### src/rtl/fpga_mbox_arb_pkg.sv
// Shared types and default widths for the FPGA mailbox SRAM arbiter.
package fpga_mbox_arb_pkg;

    localparam int unsigned MBOX_ADDR_W = 15;
    localparam int unsigned MBOX_DATA_W = 39;
    localparam int unsigned NUM_REQ     = 2;
    localparam int unsigned REQ_ID_W    = (NUM_REQ > 1) ? $clog2(NUM_REQ) : 1;

    typedef logic [REQ_ID_W-1:0] req_id_t;

    // One backdoor access as presented to the SRAM
    typedef struct packed {
        logic                   we;
        logic [MBOX_ADDR_W-1:0] addr;
        logic [MBOX_DATA_W-1:0] wdata;
    } bd_req_t;

endpackage

### src/rtl/fpga_rr_arb.sv
// Combinational round-robin picker: first valid requester at or after rr_ptr.
module fpga_rr_arb #(
    parameter int unsigned NUM_REQ = 2,
    parameter int unsigned ID_W    = 1
) (
    input  logic [NUM_REQ-1:0] valid,
    input  logic [ID_W-1:0]    rr_ptr,
    input  logic               en,
    output logic [NUM_REQ-1:0] grant_c,
    output logic [ID_W-1:0]    id_c
);

    // Scan from rr_ptr with wraparound; rr_ptr is always < NUM_REQ
    always_comb begin
        int unsigned idx;
        logic        found;
        grant_c = '0;
        id_c    = '0;
        found   = 1'b0;
        idx     = 0;
        for (int unsigned i = 0; i < NUM_REQ; i++) begin
            idx = 32'(rr_ptr) + i;
            if (idx >= NUM_REQ) begin
                idx = idx - NUM_REQ;
            end
            if (en && !found && valid[ID_W'(idx)]) begin
                grant_c[ID_W'(idx)] = 1'b1;
                id_c                = ID_W'(idx);
                found               = 1'b1;
            end
        end
    end

endmodule

### src/rtl/fpga_mbox_sram_arb.sv
// Shares the FPGA mailbox SRAM between Caliptra (absolute priority) and
// round-robin backdoor requesters, with starvation monitoring.
module fpga_mbox_sram_arb
    import fpga_mbox_arb_pkg::*;
#(
    parameter int unsigned ADDR_W     = fpga_mbox_arb_pkg::MBOX_ADDR_W,
    parameter int unsigned DATA_W     = fpga_mbox_arb_pkg::MBOX_DATA_W,
    parameter int unsigned NUM_REQ    = fpga_mbox_arb_pkg::NUM_REQ,
    parameter int unsigned STARVE_LIM = 255,
    localparam int unsigned ID_W      = (NUM_REQ > 1) ? $clog2(NUM_REQ) : 1
) (
    input  logic                      core_clk,
    input  logic                      cptra_rst_b,
    input  logic                      cptra_sram_cs,
    input  logic                      cptra_sram_we,
    input  logic [ADDR_W-1:0]         cptra_sram_addr,
    input  logic [DATA_W-1:0]         cptra_sram_wdata,
    output logic [DATA_W-1:0]         cptra_sram_rdata,
    input  logic                      bd_en,
    input  logic [NUM_REQ-1:0]        req_valid,
    input  logic [NUM_REQ-1:0]        req_we,
    input  logic [NUM_REQ*ADDR_W-1:0] req_addr,
    input  logic [NUM_REQ*DATA_W-1:0] req_wdata,
    output logic [NUM_REQ-1:0]        req_ready,
    output logic                      rsp_valid,
    output logic [ID_W-1:0]           rsp_id,
    output logic [DATA_W-1:0]         rsp_rdata,
    output logic [NUM_REQ-1:0]        starve,
    input  logic                      starve_clr,
    output logic                      sram_cs,
    output logic                      sram_we,
    output logic [ADDR_W-1:0]         sram_addr,
    output logic [DATA_W-1:0]         sram_wdata,
    input  logic [DATA_W-1:0]         sram_rdata
);

    localparam int unsigned LIM_W = $clog2(STARVE_LIM + 1);
    localparam int unsigned CNT_W = (LIM_W > 8) ? LIM_W : 8;

    logic                 bd_active_c;
    logic [NUM_REQ-1:0]   grant_c;
    logic [ID_W-1:0]      grant_id_c;
    logic                 bd_xfer_c;
    bd_req_t              sel_req_c;
    logic [ID_W-1:0]      rr_ptr;
    logic [CNT_W-1:0]     wait_cnt     [NUM_REQ];
    logic [CNT_W-1:0]     wait_cnt_inc [NUM_REQ];

    // Backdoor only sees idle SRAM cycles
    assign bd_active_c = !cptra_sram_cs && bd_en;

    fpga_rr_arb #(
        .NUM_REQ (NUM_REQ),
        .ID_W    (ID_W)
    ) u_rr_arb (
        .valid   (req_valid),
        .rr_ptr  (rr_ptr),
        .en      (bd_active_c),
        .grant_c (grant_c),
        .id_c    (grant_id_c)
    );

    assign req_ready = grant_c;
    assign bd_xfer_c = |grant_c;

    // Select the granted requester's payload
    always_comb begin
        sel_req_c = '0;
        for (int unsigned i = 0; i < NUM_REQ; i++) begin
            if (grant_c[i]) begin
                sel_req_c.we    = req_we[i];
                sel_req_c.addr  = req_addr[i*ADDR_W +: ADDR_W];
                sel_req_c.wdata = req_wdata[i*DATA_W +: DATA_W];
            end
        end
    end

    // SRAM port mux: Caliptra first, then granted backdoor, else quiet zeros
    always_comb begin
        sram_cs    = 1'b0;
        sram_we    = 1'b0;
        sram_addr  = '0;
        sram_wdata = '0;
        if (cptra_sram_cs) begin
            sram_cs    = 1'b1;
            sram_we    = cptra_sram_we;
            sram_addr  = cptra_sram_addr;
            sram_wdata = cptra_sram_wdata;
        end else if (bd_xfer_c) begin
            sram_cs    = 1'b1;
            sram_we    = sel_req_c.we;
            sram_addr  = sel_req_c.addr;
            sram_wdata = sel_req_c.wdata;
        end
    end

    assign cptra_sram_rdata = sram_rdata;
    assign rsp_rdata        = sram_rdata;

    // Round-robin pointer moves just past the requester that transferred
    always_ff @(posedge core_clk or negedge cptra_rst_b) begin
        if (!cptra_rst_b) begin
            rr_ptr <= '0;
        end else if (bd_xfer_c) begin
            rr_ptr <= (grant_id_c == ID_W'(NUM_REQ - 1)) ? '0 : grant_id_c + ID_W'(1);
        end
    end

    // Read response one cycle after a backdoor read transfer
    always_ff @(posedge core_clk or negedge cptra_rst_b) begin
        if (!cptra_rst_b) begin
            rsp_valid <= 1'b0;
            rsp_id    <= '0;
        end else begin
            rsp_valid <= bd_xfer_c && !sel_req_c.we;
            if (bd_xfer_c && !sel_req_c.we) begin
                rsp_id <= grant_id_c;
            end
        end
    end

    // Saturating increment of each wait counter
    always_comb begin
        for (int unsigned k = 0; k < NUM_REQ; k++) begin
            wait_cnt_inc[k] = (wait_cnt[k] == '1) ? wait_cnt[k] : wait_cnt[k] + CNT_W'(1);
        end
    end

    // Wait counters and sticky starve flags; starve_clr overrides everything
    always_ff @(posedge core_clk or negedge cptra_rst_b) begin
        if (!cptra_rst_b) begin
            for (int unsigned k = 0; k < NUM_REQ; k++) begin
                wait_cnt[k] <= '0;
            end
            starve <= '0;
        end else begin
            for (int unsigned k = 0; k < NUM_REQ; k++) begin
                if (starve_clr) begin
                    wait_cnt[k] <= '0;
                    starve[k]   <= 1'b0;
                end else if (!req_valid[k] || req_ready[k]) begin
                    wait_cnt[k] <= '0;
                end else begin
                    wait_cnt[k] <= wait_cnt_inc[k];
                    if (wait_cnt_inc[k] >= CNT_W'(STARVE_LIM)) begin
                        starve[k] <= 1'b1;
                    end
                end
            end
        end
    end

endmodule
### config.mk
export PLATFORM = sky130hd
export DESIGN_NAME = fpga_mbox_sram_arb
export DESIGN_NICKNAME = d
export VERILOG_FILES = /design/src/rtl/fpga_mbox_arb_pkg.sv /design/src/rtl/fpga_rr_arb.sv /design/src/rtl/fpga_mbox_sram_arb.sv
export SDC_FILE = /design/constraint.sdc
export NUM_CORES = 1
export LEC_CHECK = 0
export BUFFER_PORTS_ARGS = -buffer_cell sky130_fd_sc_hd__buf_2
export CAP_MARGIN = 20
export CORE_AREA = 4 4 133 135
export CTS_CLUSTER_DIAMETER = 120
export DETAILED_ROUTE_END_ITERATION = 6
export DIE_AREA = 0 0 137 139
export PLACE_DENSITY = 0.56
export REMOVE_ABC_BUFFERS = 1
export SKIP_LAST_GASP = 1
export SLEW_MARGIN = 20
export SYNTH_ARGS = -nofsm -noshare
export SYNTH_HDL_FRONTEND = slang
export SYNTH_SLANG_ARGS = --single-unit
### constraint.sdc
create_clock -name core_clk -period 2.23 [get_ports core_clk]
set_input_delay 0.1115 -clock core_clk [delete_from_list [all_inputs] [get_ports core_clk]]
set_output_delay 0.1115 -clock core_clk [all_outputs]
set_load 0.02 [all_outputs]
==> impl_table.tex, run 1 <==
\begin{tabular}{lr}
\hline
Metric & Value \\
\hline
\multicolumn{2}{l}{\textbf{Run status}} \\
Run status & finished, violations left \\
Violations in the final reports & design-rule violations \\
\multicolumn{2}{l}{\textbf{Placed design}} \\
Post-placement cell count & 707 \\
Post-detailed-placement half-perimeter wirelength & 11,580 um \\
DP Area & 3543 um2 \\
Count of input and output buffers & 233 \\
Placer congestion estimate & 0.8671 \\
\multicolumn{2}{l}{\textbf{Detailed routing}} \\
Number of remaining DRC errors & 42 \\
Pre-Repair DR Iteration Count & 7 \\
DRT iter0 DRCs & 485 \\
Detail-routed via count per cell & 4.665 \\
DRT antenna net count & 0 \\
Vias & 3,326 \\
Average detailed-routed wire length per instance & 19.97 um \\
Total wirelength of the detailed-routed design & 14,240 um \\
\multicolumn{2}{l}{\textbf{Clock network}} \\
Number of buffers created by CTS & 3 \\
Buffers inserted during post-CTS setup optimization & 0 \\
Clock-pin slew on the worst setup and hold paths & 0.06 ns \\
Quantity of gates resized following cts & 0 \\
Number of H-tree levels & 1 \\
Worst-skew pair later-pin latency & 0.25 ns \\
Number of sinks on the clock net & 21 \\
Hold-fix buffers, CTS & 1 \\
CTS Buffer Depth & 2 \\
TritonCTS clock tree & done \\
CTS Root Buffer Type & clkbuf\_16 \\
\multicolumn{2}{l}{\textbf{Synth}} \\
Most frequent cells after synthesis & 80 x buf\_4, 59 x inv\_1, 54 x a222oi\_1 \\
Cell count after synthesis & 357 \\
Combinational family with the most area after synthesis & buffers and inverters \\
Cell type contributing the most total cell area after synthesis & buf\_4 \\
Portion of netlist area occupied by mux cells & 0.7197\% \\
Post-synthesis average cell area & 7.791 um2 \\
Post-Synth Adder-Cell Area & 0.8997\% \\
Distinct cell type count after synthesis & 51 \\
Primary flip-flop cell chosen by synthesis mapping & dfrtp\_1 \\
Synth Area in Compound Gates & 29.46\% \\
Synth async-reset ratio & 100.0\% \\
Proportion of synthesized chip area in sequential cells & 18.89\% \\
Flop and latch count out of synthesis & 21 \\
Fraction of synthesized cell area in xor and xnor cells & 1.574\% \\
Count of flip-flops with a built-in enable after synthesis & 0 \\
Post-synthesis cell area & 2781 um2 \\
Post-Synth Simple-Gate Area & 13.72\% \\
Synth area leaders & buf\_4 22\%, a222oi\_1 19\%, dfrtp\_1 19\% \\
Number of warning messages in the yosys log & 0 \\
Dominant cell by count in the synthesized netlist & buf\_4 \\
Share of Yosys cell area claimed by the top area cell type & 21.59\% \\
\multicolumn{2}{l}{\textbf{Final layout}} \\
Final-stage net count & 706 \\
Area of all placed cells without fillers & 3635 um2 \\
Final non-filler cell total & 713 \\
Fraction of layout cells with a size suffix above 1 & 50.81\% \\
\# fillers & 1,830 \\
Layout overhead on the synthesized area & 30.68\% \\
\multicolumn{2}{l}{\textbf{Floorplanning}} \\
Die area & 19,040 um2 \\
Core area & 16,470 um2 \\
X dimension of the die & 137 um \\
Die Y & 139 um \\
Number of standard-cell rows in the floorplan & 47 \\
Number of top-level pins & 351 \\
Initial standard-cell utilization of the core & 16.89\% \\
\multicolumn{2}{l}{\textbf{Hold path}} \\
Worst Hold Path Cells & 2 \\
Worst hold path startpoint & starve\_clr \\
Worst Hold Endpoint & starve[0] \\
Class of the tightest hold or removal check & primary input to flip-flop \\
\multicolumn{2}{l}{\textbf{Run}} \\
Number of maximum-capacitance violations & 0 \\
\multicolumn{2}{l}{\textbf{GRT}} \\
Vias in the first global route & 3,100 \\
Pin count of the biggest net entering global routing & 57 \\
Number of antenna violations at the first check in global routing & 1 \\
Overall track demand over capacity in global routing & 13.47\% \\
Wire length of the first global-routing pass & 19,970 um \\
Sum of overflow across all layers after global routing & 0 \\
\multicolumn{2}{l}{\textbf{Setup path}} \\
Arrival time at the worst endpoint & 1.91 ns \\
Reg-to-Reg End & starve[0] \\
Launch point of the worst reg-to-reg path & wait\_cnt[8] \\
Critical path required time & 2.12 ns \\
Reg2reg setup slack & 0.35 ns \\
Critical path capture point type & output pin \\
Maximum fanout encountered on the critical timing path & 37 \\
Startpoint Class & flip-flop \\
Critical path class & flip-flop to output pin \\
Number of cell instances on the worst register-to-register path & 5 \\
\multicolumn{2}{l}{\textbf{STA}} \\
RSZ-0062 raised after global routing & false \\
Final Max Slew Viols & 0 \\
Final period demand of the worst path & 2.018 ns \\
Final number of setup-violating endpoints & 0 \\
Highest clock rate & 0.4956 GHz \\
Worst-margin pin slew & 0.5827 ns \\
Number of hold-slack violations in the final timing report & 0 \\
Share of the clock period used by the worst path after layout & 90.48\% \\
Headroom to the max-slew limit & 61.15\% \\
Fin Clk Skew & 0.005770 ns \\
\multicolumn{2}{l}{\textbf{Pwr}} \\
Peak ir drop on the vdd network & 0.0003563 V \\
Power Dens Cells & 377.8 nW/um2 \\
Leakage Power & 2.046 nW \\
Total Power & 1.373 mW \\
\hline
\end{tabular}
[per-layer routing]
layer	GRT usage (%)	share of wire, %	routed length, um	vias up
met5	4.762	0.48	69	-
met4	1.681	1.0	144	4
met3	7.874	16	2227	14
met2	17.82	40	5702	244
met1	18.86	43	6091	1549
li1	-	-	-	1515
[cell usage in the layout (no fill, tap or decap), types with 3 or more instances in the layout]
cell type,count
a222oi_1,54
nand3b_1,3
a211oi_1,3
nor2_1,13
buf_2,233
xor2_1,3
buf_4,3
a21oi_1,12
o211ai_1,3
nor3_1,7
nand2_1,12
dfrtp_1,21
nand3_1,4
inv_1,59
nand2b_1,4
nor3b_1,3
and3_1,5
clkbuf_16,3
a31oi_1,3
[cell type report]
class | instances | area, um2 | share of cell area [%]
inverters | 59 | 221.5 | 6.093
well taps | 220 | 275.3 | 7.573
diodes | 1 | 2.502 | 0.06885
clock buffers | 4 | 78.83 | 2.169
multi-input cells | 169 | 1292 | 35.56
repair buffers | 239 | 1239 | 34.08
flip-flops and latches | 21 | 525.5 | 14.46
[logic make-up (layout without fill, tap and decap cells)]
family,Yosys count,in the layout
adders and majority gates,2,2
muxes,2,2
buffers and inverters,167,302
and+or+nand+nor,67,67
AOI/OAI and AO/OA,93,93
DFF,21,21
xor gates and xnor gates,5,5
other,0,1
[worst max-delay path: stages (launching register included)]
cell	delay, ns
dfrtp_1	0.36
nand2_1	0.10
and3_2	0.36
buf_12	0.23
a222oi_1	0.30
inv_1	0.13
buf_2	0.18
[worst max-delay path by stage]
stage / startpoint / to / slack, ns / depth (start not counted)
floorplan: rr_ptr / sram_wdata[37] / -0.07 / 4
CTS: rr_ptr / sram_addr[1] / 0.21 / 6
detailed placement: wait_cnt[8] / starve[0] / 0.40 / 5
global placement: wait_cnt[8] / starve[0] / 0.40 / 5
global route: rr_ptr / sram_addr[1] / 0.07 / 6
finish: rr_ptr / sram_addr[1] / 0.21 / 6
[per-stage QoR]
stage / TNS (ns) / hold slack, ns / setup slack, ns / util [%]
final: 0 / 0.1057 / 0.2122 / 22.07
after global routing: 0 / 0.1132 / 0.07470 / 22.07
after CTS: 0 / 0.1017 / 0.2092 / 22.06
after detailed placement: 0 / 0.1083 / 0.3970 / 21.52
after global placement: 0 / 0.1076 / 0.4015 / 21.52
after floorplan: -0.06826 / -0.1841 / -0.06826 / -
[flip-flops by register name, indices dropped and copies added (netlist names)]
| signal | cells |
|---|---|
| wait_cnt | 16 |
| starve | 2 |
| rr_ptr | 1 |
| rsp_id | 1 |
| rsp_valid | 1 |
[power breakdown]
group          leakage [nW]  internal (mW)  total (mW)  switching [mW]
Combinational          1.72          0.257       0.587           0.330
Clock                0.0382          0.244       0.384           0.140
Sequential            0.288          0.393       0.403         0.00996
Total                  2.05          0.893        1.37           0.480
No activity file was read; power rests on OpenSTA's default activity.
==> inputs of run 2 (changes only) <==
BUFFER_PORTS_ARGS = default   (was -buffer_cell sky130_fd_sc_hd__buf_2)
CORE_AREA = 4 4 135 137   (was 4 4 133 135)
DIE_AREA = 0 0 139 141   (was 0 0 137 139)
DONT_BUFFER_PORTS = 1   (was default)
PLACE_DENSITY = 0.37   (was 0.56)
==> run 2 against run 1 <==
Global-route usage fell by 1.0 points. The run still ends with design-rule violations left. Critical path depth decreased by 1. Worst setup slack worse by 0.069 ns. Combinational power down 42%. Cell area fell by 31%. Wire length fell by 3.8%. Critical endpoint is now sram_wdata[8]. Flip-flop and latch count unchanged. Sequential power increased by 3%. Highest routed layer unchanged.
==> impl_table.tex, run 2 (same netlist as run 1, synthesis figures left out) <==
\begin{tabular}{lr}
\hline
Metric & Value \\
\hline
\multicolumn{2}{l}{\textbf{Pwr}} \\
Clock power frac & 34.0\% (+6.1 points) \\
Total Power & 1.140 mW (-17\%) \\
Peak ir drop on the vdd network & 0.0003525 V (-1.1\%) \\
Leakage Power & 1.114 nW (-46\%) \\
Logic pwr share & 29.7\% (-13 points) \\
Int Pwr & 733.0 uW (-18\%) \\
Sequential share of power & 36.3\% (+7.0 points) \\
Power Dens Cells & 453.1 nW/um2 (+20\%) \\
Net switching share of the total power & 35.71\% (+0.76 points) \\
Net switching power & 407.2 uW (-15\%) \\
\multicolumn{2}{l}{\textbf{STA}} \\
Highest clock rate & 0.4791 GHz (-3.3\%) \\
Headroom to the max-slew limit & 65.80\% (+4.6 points) \\
Post-route worst hold slack & 0.03842 ns (-0.06726 ns) \\
Final number of setup-violating endpoints & 0 (unchanged) \\
RSZ-0062 raised after global routing & false \\
Worst-margin pin slew & 0.5131 ns (-0.06964 ns) \\
Final period demand of the worst path & 2.087 ns (+0.06931 ns) \\
Fin Clk Skew & 0.002453 ns (-0.003317 ns) \\
Share of the clock period used by the worst path after layout & 93.59\% (+3.1 points) \\
Final Max Slew Viols & 0 (unchanged) \\
Number of hold-slack violations in the final timing report & 0 (unchanged) \\
\multicolumn{2}{l}{\textbf{Setup path}} \\
Arrival time at the worst endpoint & 1.98 ns (+0.07 ns) \\
Critical path class & flip-flop to output pin \\
Launch point of the worst reg-to-reg path & wait\_cnt[8] \\
Reg-to-Reg End & starve[0] \\
Critical path capture point type & output pin \\
Startpoint Class & flip-flop \\
Reg2reg setup slack & 0.32 ns (-0.03 ns) \\
Critical path required time & 2.12 ns (about the same) \\
Number of cell instances on the worst register-to-register path & 5 (unchanged) \\
Maximum fanout encountered on the critical timing path & 40 (+8.1\%) \\
\multicolumn{2}{l}{\textbf{Final layout}} \\
Most common library cell in the layout ignoring fill and taps & inv\_1 \\
Fraction of layout cells with a size suffix above 1 & 7.576\% (-43 points) \\
Biggest register & wait\_cnt \\
Number of diodes added for antenna fixing & 0 (-1) \\
Most frequent cells in the layout & 59 x inv\_1, 54 x a222oi\_1, 21 x dfrtp\_1 \\
Layout overhead on the synthesized area & -9.537\% \\
Registers with the most flip-flops & wait\_cnt x16, starve x2 \\
Final-stage net count & 478 (-32\%) \\
Largest register FFs & 16 (unchanged) \\
\multicolumn{2}{l}{\textbf{Detailed routing}} \\
Pre-Repair DR Iteration Count & 7 (unchanged) \\
DRT iter0 DRCs & 438 (-9.7\%) \\
Number of remaining DRC errors & 33 (-21\%) \\
Average detailed-routed wire length per instance & 28.00 um (+40\%) \\
Vias & 2,628 (-21\%) \\
Total wirelength of the detailed-routed design & 13,690 um (-3.8\%) \\
DRT antenna net count & 0 (unchanged) \\
Detail-routed via count per cell & 5.374 (+15\%) \\
\multicolumn{2}{l}{\textbf{Placed design}} \\
Placer congestion estimate & 0.7795 (-10\%) \\
Count of input and output buffers & 0 (-100\%) \\
Post-detailed-placement half-perimeter wirelength & 11,170 um (-3.5\%) \\
\multicolumn{2}{l}{\textbf{GRT}} \\
Number of antenna violations at the first check in global routing & 0 (-1) \\
Pin count of the biggest net entering global routing & 58 (+1.8\%) \\
Sum of overflow across all layers after global routing & 0 (unchanged) \\
Wire length of the first global-routing pass & 18,200 um (-8.8\%) \\
Overall track demand over capacity in global routing & 12.43\% (-1.0 points) \\
Vias in the first global route & 2,412 (-22\%) \\
\multicolumn{2}{l}{\textbf{Clock network}} \\
CTS Root Buffer Type & clkbuf\_16 \\
Worst-skew pair later-pin latency & 0.25 ns (about the same) \\
Quantity of gates resized following cts & 0 (unchanged) \\
Clock-pin slew on the worst setup and hold paths & 0.06 ns (about the same) \\
Buffers inserted during post-CTS setup optimization & 0 (unchanged) \\
CTS Buffer Depth & 2 (unchanged) \\
Number of buffers created by CTS & 3 (unchanged) \\
Number of H-tree levels & 1 (unchanged) \\
Number of sinks on the clock net & 21 (unchanged) \\
TritonCTS clock tree & done \\
Hold-fix buffers, CTS & 4 (+3) \\
\multicolumn{2}{l}{\textbf{Hold path}} \\
Class of the tightest hold or removal check & primary input to flip-flop \\
Worst Hold Endpoint & starve[1] \\
Worst Hold Path Cells & 2 (unchanged) \\
Worst hold path startpoint & starve\_clr \\
\multicolumn{2}{l}{\textbf{Run status}} \\
Run status & finished, violations left \\
Violations in the final reports & design-rule violations \\
\multicolumn{2}{l}{\textbf{Floorplanning}} \\
Die area & 19,600 um2 (+2.9\%) \\
Die Y & 141 um (+1.4\%) \\
Number of standard-cell rows in the floorplan & 48 (+2.1\%) \\
Core area & 17,060 um2 (+3.6\%) \\
Initial standard-cell utilization of the core & 16.31\% (-0.58 points) \\
Number of top-level pins & 351 (unchanged) \\
X dimension of the die & 139 um (+1.5\%) \\
\multicolumn{2}{l}{\textbf{Run}} \\
Number of maximum-capacitance violations & 0 (unchanged) \\
\hline
\end{tabular}
run 2: cell count changes in the layout (fill, tap and decap cells not counted):
cell and delta:
buf_4 +1, clkbuf_1 -1, diode_2 -1, dlygate4sd3_1 +3, clkinv_2 +1, buf_2 -232
run 2: area by class of cell:
type	count	area, um2
clock inverter	1	5.005
clock buffer	3	75.07
multi-input combinational	169	1292
inverter	59	221.5
timing repair buffer	11	115.1
fill	1969	14540
tap	225	281.5
sequential	21	525.5
run 2: worst max-delay path by stage:
stage / slack (ns) / from / endpoint / cells after the start
after floorplan: -0.07 / rr_ptr / sram_wdata[37] / 4
after global placement: 0.40 / wait_cnt[8] / starve[0] / 5
after detailed placement: 0.35 / wait_cnt[8] / starve[0] / 5
after CTS: 0.14 / rr_ptr / sram_wdata[34] / 5
after global routing: 0.04 / rr_ptr / sram_wdata[5] / 5
final: 0.14 / rr_ptr / sram_wdata[8] / 5
run 2: power by group through the flow:
stage / logic, mW / registers (mW) / clock network [mW]
final: 0.338 / 0.414 / 0.388
after global routing: 0.368 / 0.416 / 0.415
after CTS: 0.342 / 0.416 / 0.401
after detailed placement: 0.325 / 0.423 / 0
after global placement: 0.322 / 0.423 / 0
after floorplan: 0.262 / 0.415 / 0
run 2: per-layer routing:
| layer | up-vias | track usage (%) | part of all wire [%] |
|---|---|---|---|
| met5 | - | 3.759 | 0.25 |
| met4 | 2 | 1.957 | 1.2 |
| met3 | 12 | 8.446 | 16 |
| met2 | 259 | 17.21 | 42 |
| met1 | 1304 | 15.88 | 41 |
| li1 | 1051 | - | - |
run 2: stage by stage:
step	setup WS, ns	setup TNS (ns)	cell area (um2)	util, %	std cells
4_1_cts	0.1401	0	2511	14.72	488
3_3_place_gp	0.3958	0	2391	14.02	480
3_5_place_dp	0.3487	0	2391	14.02	480
6_report	0.1429	0	2516	14.75	489
2_1_floorplan	-0.06826	-0.06826	2037	-	249
5_1_grt	0.04432	0	2516	14.75	489
run 2: critical path, stage by stage (launching register included):
cell and delay (ns):
dfrtp_1 0.39, nand2b_1 0.16, and3_2 0.35, buf_12 0.23
a222oi_1 0.34, inv_1 0.22
==> inputs of run 3 (changes only) <==
CORE_AREA = 4 4 136 138   (was 4 4 135 137)
DIE_AREA = 0 0 140 142   (was 0 0 139 141)
==> run 3 against run 2 <==
The flow still finishes with violations (design-rule violations). Global-route usage fell by 1.6 points. Clock skew rose by 0.0020 ns. Die area rose by 1.4%. Sequential power barely moved. Clock-buffer cell count rose by 1. Critical path depth fell by 1. Utilization fell by 0.32 points. Power fell by 1.7%. Sequential share of layout area rose by 0.32 points. Maximum frequency rose by 3.6%. Non-clock buffer count fell by 4. Critical path type unchanged. Critical endpoint is now sram_wdata[37]. Largest cell class unchanged. Largest power group unchanged.
==> impl_table.tex, run 3 (same netlist as run 1, synthesis figures left out) <==
\begin{tabular}{lr}
\hline
Metric & Value \\
\hline
\multicolumn{2}{l}{\textbf{Setup path}} \\
Capture point of the worst path & sram\_wdata[37] \\
Arrival time at the worst endpoint & 1.90 ns (-0.08 ns) \\
Critical path class & flip-flop to output pin \\
Critical path capture point type & output pin \\
CP Launch Point & rr\_ptr \\
Launch point of the worst reg-to-reg path & rr\_ptr \\
Critical path required time & 2.12 ns (about the same) \\
Startpoint Class & flip-flop \\
Reg-to-Reg End & rsp\_valid \\
Maximum fanout encountered on the critical timing path & 58 (+45\%) \\
Reg2reg setup slack & 0.24 ns (-0.08 ns) \\
Number of cell instances on the worst register-to-register path & 4 (-1) \\
\multicolumn{2}{l}{\textbf{Run status}} \\
Violations in the final reports & design-rule violations \\
Run status & finished, violations left \\
\multicolumn{2}{l}{\textbf{Detailed routing}} \\
Vias & 2,608 (-0.76\%) \\
Number of remaining DRC errors & 39 (+18\%) \\
DRT iter0 DRCs & 462 (+5.5\%) \\
Pre-Repair DR Iteration Count & 7 (unchanged) \\
Routed length on met2 & 5126 um (-11\%) \\
DRT antenna net count & 0 (unchanged) \\
Top routing layer used & met5 \\
Total wirelength of the detailed-routed design & 12,460 um (-9.0\%) \\
Met3 Routed Length & 1728 um (-19\%) \\
WL met1 & 5498 um (-1.6\%) \\
Detail-routed via count per cell & 5.377 (about the same) \\
Average detailed-routed wire length per instance & 25.69 um (-8.2\%) \\
\multicolumn{2}{l}{\textbf{Pwr}} \\
Int Pwr & 730.5 uW (-0.34\%) \\
Logic pwr share & 28.7\% (-1.0 points) \\
Net switching power & 390.3 uW (-4.1\%) \\
Power Dens Cells & 452.2 nW/um2 (-0.21\%) \\
Net switching share of the total power & 34.82\% (-0.89 points) \\
Leakage Power & 1.086 nW (-2.5\%) \\
Sequential share of power & 37.1\% (+0.8 points) \\
Peak ir drop on the vdd network & 0.0003762 V (+6.7\%) \\
Total Power & 1.121 mW (-1.7\%) \\
Clock power frac & 34.2\% (+0.2 points) \\
\multicolumn{2}{l}{\textbf{STA}} \\
Share of the clock period used by the worst path after layout & 90.38\% (-3.2 points) \\
Worst-margin pin slew & 0.6767 ns (+0.1636 ns) \\
Number of hold-slack violations in the final timing report & 0 (unchanged) \\
Final number of setup-violating endpoints & 0 (unchanged) \\
Post-route worst hold slack & 0.05772 ns (+0.01930 ns) \\
RSZ-0062 raised after global routing & false \\
Final Max Slew Viols & 0 (unchanged) \\
Headroom to the max-slew limit & 54.89\% (-11 points) \\
Highest clock rate & 0.4962 GHz (+3.6\%) \\
Setup slack after layout & 0.2145 ns (+0.07164 ns) \\
Final period demand of the worst path & 2.015 ns (-0.07164 ns) \\
Fin Clk Skew & 0.004464 ns (+0.002011 ns) \\
\multicolumn{2}{l}{\textbf{Final layout}} \\
Most common library cell in the layout ignoring fill and taps & inv\_1 \\
Area of all placed cells without fillers & 2479 um2 (-1.5\%) \\
Most frequent cells in the layout & 59 x inv\_1, 54 x a222oi\_1, 21 x dfrtp\_1 \\
Final-stage net count & 474 (-0.84\%) \\
Core Util, Final & 14.43\% (-0.32 points) \\
Largest register FFs & 16 (unchanged) \\
Fraction of layout cells with a size suffix above 1 & 5.385\% (-2.2 points) \\
Number of diodes added for antenna fixing & 0 (unchanged) \\
Biggest register & wait\_cnt \\
Registers with the most flip-flops & wait\_cnt x16, starve x2 \\
Layout overhead on the synthesized area & -10.89\% \\
\multicolumn{2}{l}{\textbf{Run}} \\
Number of maximum-capacitance violations & 0 (unchanged) \\
\multicolumn{2}{l}{\textbf{Placed design}} \\
Worst setup slack after placement & 0.1035 ns (-0.2451 ns) \\
Placer congestion estimate & 0.7535 (-3.3\%) \\
Count of input and output buffers & 0 (unchanged) \\
DP Area & 2341 um2 (-2.1\%) \\
Post-detailed-placement half-perimeter wirelength & 9954 um (-11\%) \\
\multicolumn{2}{l}{\textbf{Floorplanning}} \\
Number of top-level pins & 351 (unchanged) \\
X dimension of the die & 140 um (+0.72\%) \\
Initial standard-cell utilization of the core & 16.19\% (-0.11 points) \\
Die Y & 142 um (+0.71\%) \\
Number of standard-cell rows in the floorplan & 48 (unchanged) \\
Die area & 19,880 um2 (+1.4\%) \\
Core area & 17,180 um2 (+0.70\%) \\
\multicolumn{2}{l}{\textbf{Clock network}} \\
Number of sinks on the clock net & 21 (unchanged) \\
CTS Root Buffer Type & clkbuf\_16 \\
CTS Buffer Depth & 2 (unchanged) \\
Clock-pin slew on the worst setup and hold paths & 0.06 ns (about the same) \\
Number of H-tree levels & 1 (unchanged) \\
Number of buffers created by CTS & 3 (unchanged) \\
Worst-skew pair later-pin latency & 0.25 ns (about the same) \\
TritonCTS clock tree & done \\
\multicolumn{2}{l}{\textbf{Hold path}} \\
Class of the tightest hold or removal check & primary input to flip-flop \\
\multicolumn{2}{l}{\textbf{GRT}} \\
Wire length of the first global-routing pass & 16,440 um (-9.7\%) \\
Pin count of the biggest net entering global routing & 59 (+1.7\%) \\
Sum of overflow across all layers after global routing & 0 (unchanged) \\
Overall track demand over capacity in global routing & 10.81\% (-1.6 points) \\
Vias in the first global route & 2,319 (-3.9\%) \\
Number of antenna violations at the first check in global routing & 0 (unchanged) \\
\hline
\end{tabular}
run 3: how the worst min path moves through the flow:
stage	start	end	slack [ns]	cells after the start
after floorplan	cptra_rst_b	rr_ptr	-0.18	0
after global placement	cptra_rst_b	rr_ptr	-0.18	0
after detailed placement	cptra_rst_b	rr_ptr	-0.18	0
after CTS	starve_clr	starve[1]	0.06	2
after global routing	starve_clr	starve[1]	0.09	2
final	starve_clr	starve[1]	0.06	2
run 3: routing by layer:
| metal | GRT usage (%) | vias to the layer above |
|---|---|---|
| met1 | 15.35 | 1326 |
| met2 | 13.80 | 222 |
| met5 | 5.263 | - |
| met3 | 6.351 | 12 |
| li1 | - | 1046 |
| met4 | 1.428 | 2 |
run 3: power groups by stage:
stage	logic (mW)	clock network, mW	registers [mW]
2_1_floorplan	0.262	0	0.415
3_3_place_gp	0.300	0	0.423
3_5_place_dp	0.305	0	0.424
4_1_cts	0.322	0.400	0.416
5_1_grt	0.349	0.429	0.417
6_report	0.322	0.384	0.415
run 3: cell type report:
class | instances | area (um2)
inverters | 59 | 221.5
well taps | 225 | 281.5
repair buffers | 7 | 75.07
fillers | 2005 | 14700
multi-input cells | 169 | 1296
flip-flops and latches | 21 | 525.5
clock buffers | 4 | 78.83
run 3: what timing repair did:
action | in CTS | in global routing
buffers inserted | 0 | 0
hold buffers | 5 | 1
endpoints found under the hold margin | 24 | 21
endpoints found under the setup margin | 19 | 0
gates resized for setup | 1 | 0
run 3: stage by stage:
stage,TNS (ns),std cells
after global routing,0,485
after floorplan,-0.06826,249
final,0,485
after detailed placement,0,475
after global placement,0,475
after CTS,0,484
run 3: worst max-delay path: stages (launching register included):
cell	delay, ns
dfrtp_1	0.36
nand2b_1	0.13
and3_4	0.62
mux2i_1	0.16
o21ai_1	0.38
